==> src/rtl/clint_pkg.sv <==
// Shared definitions for the machine-timer interrupt path: FSM states, trap cause
// and the mtvec-based redirect computation.
package clint_pkg;

  typedef enum logic [1:0] {
    StIdle,
    StPending,
    StEnter,
    StHandler
  } tic_state_t;

  localparam logic [63:0] MCAUSE_MTI          = 64'h8000_0000_0000_0007;
  localparam logic [1:0]  MTVEC_MODE_VECTORED = 2'b01;
  localparam logic [63:0] MTI_VEC_OFFSET      = 64'd28;

  // Vectored mode jumps to base + 4 * cause (7) for the machine timer interrupt.
  function automatic logic [63:0] mti_trap_target(input logic [63:0] mtvec);
    logic [63:0] base;
    base = mtvec & ~64'd3;
    if (mtvec[1:0] == MTVEC_MODE_VECTORED) begin
      return base + MTI_VEC_OFFSET;
    end
    return base;
  endfunction

endpackage

==> src/rtl/timer_int_ctrl.sv <==
// Machine-timer interrupt controller: registers MTIP, gates it with MTIE/MIE and runs
// the trap-entry handshake with the core, blocking re-entry until mret.
module timer_int_ctrl
  import clint_pkg::*;
#(
  parameter int unsigned XLEN = 64
) (
  input  logic            clk,
  input  logic            rst,
  input  logic            i_timer_int_call,
  input  logic            i_mie_mtie,
  input  logic            i_mstatus_mie,
  input  logic [XLEN-1:0] i_mtvec,
  input  logic            i_instr_boundary,
  input  logic [XLEN-1:0] i_next_pc,
  input  logic            i_trap_ack,
  input  logic            i_mret,
  output logic            o_mip_mtip,
  output logic            o_irq_req,
  output logic            o_trap_valid,
  output logic [XLEN-1:0] o_trap_pc,
  output logic [XLEN-1:0] o_mcause,
  output logic [XLEN-1:0] o_mepc
);

  localparam logic [XLEN-1:0] McauseMti = {1'b1, MCAUSE_MTI[XLEN-2:0]};

  tic_state_t      state_q, state_d;
  logic            mtip_q;
  logic [XLEN-1:0] mepc_q, mepc_d;
  logic [XLEN-1:0] trap_pc_q, trap_pc_d;
  logic            gate;

  assign gate = mtip_q & i_mie_mtie & i_mstatus_mie;

  always_ff @(posedge clk) begin
    if (rst) begin
      state_q   <= StIdle;
      mtip_q    <= 1'b0;
      mepc_q    <= '0;
      trap_pc_q <= '0;
    end else begin
      state_q   <= state_d;
      mtip_q    <= i_timer_int_call;
      mepc_q    <= mepc_d;
      trap_pc_q <= trap_pc_d;
    end
  end

  always_comb begin
    state_d   = state_q;
    mepc_d    = mepc_q;
    trap_pc_d = trap_pc_q;
    unique case (state_q)
      StIdle: begin
        if (gate) state_d = StPending;
      end
      StPending: begin
        if (!gate) begin
          state_d = StIdle;
        end else if (i_instr_boundary) begin
          // Payload is frozen here so it stays stable for the whole ENTER handshake.
          state_d   = StEnter;
          mepc_d    = i_next_pc & ~XLEN'(3);
          trap_pc_d = XLEN'(mti_trap_target(64'(i_mtvec)));
        end
      end
      StEnter: begin
        if (i_trap_ack) state_d = StHandler;
      end
      StHandler: begin
        if (i_mret) state_d = StIdle;
      end
      default: state_d = StIdle;
    endcase
  end

  always_comb begin
    o_mip_mtip   = mtip_q;
    o_irq_req    = (state_q == StPending);
    o_trap_valid = (state_q == StEnter);
    o_mcause     = (state_q == StEnter) ? McauseMti : '0;
    o_mepc       = mepc_q;
    o_trap_pc    = trap_pc_q;
  end

endmodule

==> config.mk <==
export PLATFORM = sky130hd
export DESIGN_NAME = timer_int_ctrl
export DESIGN_NICKNAME = d
export VERILOG_FILES = /design/src/rtl/clint_pkg.sv /design/src/rtl/timer_int_ctrl.sv
export SDC_FILE = /design/constraint.sdc
export NUM_CORES = 1
export LEC_CHECK = 0
export ABC_AREA = 1
export CORE_UTILIZATION = 42
export CTS_BUF_LIST = sky130_fd_sc_hd__clkbuf_4 sky130_fd_sc_hd__clkbuf_8 sky130_fd_sc_hd__clkbuf_16
export CTS_CLUSTER_SIZE = 12
export DETAILED_ROUTE_END_ITERATION = 6
export PLACE_DENSITY = 0.81
export SLEW_MARGIN = 20
export SYNTH_ARGS = -nofsm -noshare
export SYNTH_HDL_FRONTEND = slang
export SYNTH_SLANG_ARGS = --single-unit
==> constraint.sdc <==
create_clock -name clk -period 2 [get_ports clk]
set_input_delay 0.3 -clock clk [delete_from_list [all_inputs] [get_ports clk]]
set_output_delay 0.3 -clock clk [all_outputs]
set_load 0.005 [all_outputs]
==> flow_summary_export.csv <==
group,metric,value,unit
global_routing,overflow,0,
synth,async_reset_ff_share,0,%
synth,netlist.area_leader.share,35.31,%
timing,clock.fmax,0.5238,GHz
cts,path_clk_slew,0.06,ns
synth,yosysUniqueCellTypes,36,
placement,post-place-ws,-0.2300,ns
detailed_routing,vias_per_cell,4.810,
synth,synth_edf_count,0,
placement,dpl.hpwl,18.47,mm
synth,syn_area_per_cell,7.192,sq um
floorplan,die_w,132.9,um
cts,numCtsBuffers,17,
critical_path,crit_family,"buffers and inverters",
timing,setup_tns,0,ns
detailed_routing,drcViolationCount,0,
floorplan,core-area,16640,sq um
finish,area_growth,55.40,%
critical_path,critPathLaunchType,"flip-flop",
detailed_routing,routedWlPerCell,14.95,um
critical_path,worstPathCellList,"inv_1, nor2_4, clkdlybuf4s50_1",
placement,place_area,10600,sq um
synth,ys_warn_count,0,
floorplan,pin_count,331,
timing,rsz0062_at_grt,"false",
timing,drv_slew,0,
finish,drive_gt1_share,17.78,%
finish,final_area,11190,sq um
timing,hold_violations,0,
detailed_routing,first_iter_violations,421,
synth,synthTopCellsByCount,"nor2_1 (195), dfxtp_1 (127), nand2_1 (125)",
timing,min_period_over_period,95.46,%
global_routing,antenna_found_initial,0,
timing,whs,0.4094,ns
floorplan,initial_core_util,43.26,%
cts,cts_tree,"yes",
critical_path,cp_max_fo,5,
floorplan,die_area,17670,sq um
critical_path,cp.arrival,1.61,ns
min_path,hold_path_class,"input pin to flip-flop",
global_routing,grtUsageTotal,26.90,%
synth,synth_seq_cells,127,
cts,cts_sinks,127,
placement,globalplace.congestion,0.9500,
synth,synthesis.area,7199,sq um
power,power.leakage,4.680,nW
cts,worstSkewPairLatency,0.42,ns
power,power.density,588.4,nW/um^2
critical_path,cp.required,1.70,ns
global_routing,grt_max_degree,65,
critical_path,cpMaxStageDelayCell,"clkdlybuf4s50_1",
detailed_routing,ant_nets,0,
timing,fin_worst_skew,0.01099,ns
synth,synthCells,1001,
cts,h-tree-depth,4,
critical_path,path_class,"flip-flop to output pin",
global_routing,grt_pass1_vias,7151,
detailed_routing,num_vias,7657,
global_routing,grt_pass1_wl,36.75,mm
finish,fin_nets,1497,
critical_path,path_buf_inv,2,
critical_path,critPathCaptureType,"output pin",
finish,utilization,67.23,%
detailed_routing,wirelength,23.80,mm
cts,cts.path.max_buffers,2,
synth,seq_area_frac_synth,35.31,%
critical_path,slowest_delay,0.54,ns
synth,synthFlopType,"dfxtp_1",
synth,yosys.area.top_type,"dfxtp_1",
power,ir_worst_vdd,0.5722,mV
cts,ctsRootBufferMaster,"clkbuf_16",
timing,fin_crit,1.909,ns
floorplan,core.rowCount,47,
floorplan,fp.dieH,132.9,um
timing,fin_ws,0.09072,ns
cts,cts_hold_buf,0,
detailed_routing,drtPass1Iterations,5,
run,cap_violations,0,
finish,num_antenna_cells,0,
status,status,"finished, final reports clean",
synth,synth.area.top_cells,"dfxtp_1 (35%), nor2_1 (10%), o21ai_0 (8.1%)",
timing,setup_viol,0,
synth,synth_most_common_cell,"nor2_1",
placement,port_buffers,264,
==> registers in the layout (all words and copies together) (netlist names), named ones only <==
register and flops:
state_q 1, o_mepc 62, o_mip_mtip 1, o_trap_pc 62
==> tightest hold or removal path, cell delays in order <==
cell	delay, ns
clkdlybuf4s50_1	0.40
inv_1	0.05
nor2_1	0.03
==> path summary, 6_finish.rpt <==
path	cells past startpoint	start	slack (ns)	end
setup / recovery	3	flip-flop	0.09	o_trap_valid
hold / removal	3	i_timer_int_call	0.41	o_mip_mtip
setup reg to reg	7	o_mip_mtip	0.20	o_trap_pc[7]
hold reg to reg	2	o_mepc[56]	0.48	o_mepc[56]
==> routing by layer <==
layer,vias up,GRT usage (%),routed length [um]
li1,3812,-,-
met1,3485,31.05,9609
met2,304,48.14,12030
met3,56,5.517,1431
met4,0,10.92,736
met5,-,0,0
==> placed cells by master, fill, tap and decap left out, types with 8 or more instances in the layout <==
cell	instances
nand2_1	125
nand3_1	36
conb_1	64
nand4_1	25
xor2_1	26
clkdlybuf4s50_1	264
inv_1	67
nor2_2	13
a21oi_1	50
nor2_1	194
o21ai_0	116
buf_4	115
clkbuf_16	17
xnor2_1	16
inv_2	8
nand2_2	15
dfxtp_1	127
nor2_4	17
==> stage by stage <==
| step | cells | power, mW |
|---|---|---|
| finish | 1592 | 6.583 |
| global route | 1592 | 6.835 |
| CTS | 1592 | 6.616 |
| detailed placement | 1561 | 3.496 |
| global placement | 1561 | 3.482 |
| floorplan | 1064 | 3.025 |
==> logic make-up after synthesis <==
kind of cell / after synthesis / synth area share, %
flops: 127 / 35.31
fa+ha+maj: 1 / 0.1738
buf+inv: 187 / 14.51
simple gates: 462 / 31.79
xor+xnor: 42 / 5.109
other cells: 1 / 0.05209
compound gates: 181 / 13.05
==> repair_timing <==
item | CTS | global route
endpoints found under the setup margin | 5 | 0
buffers inserted | 0 | 0
gates resized for setup | 2 | 0
==> where the power goes <==
group          leakage [nW]  switching, mW  internal (mW)
sequential             1.02         0.0196           2.56
clock                 0.281           1.28           1.85
combinational          3.37          0.404          0.475
==> final cells by class <==
cell class              count  area, sq um
clock buffers              17        425.4
clock inverters            14        155.1
fillers                  1441         5454
inverters                  79        307.8
multi-input cells         750         3856
flip-flops and latches    127         2542
well taps                 220        275.3
repair buffers            385         3626
Note: power is estimated with default switching activity, not from simulation.
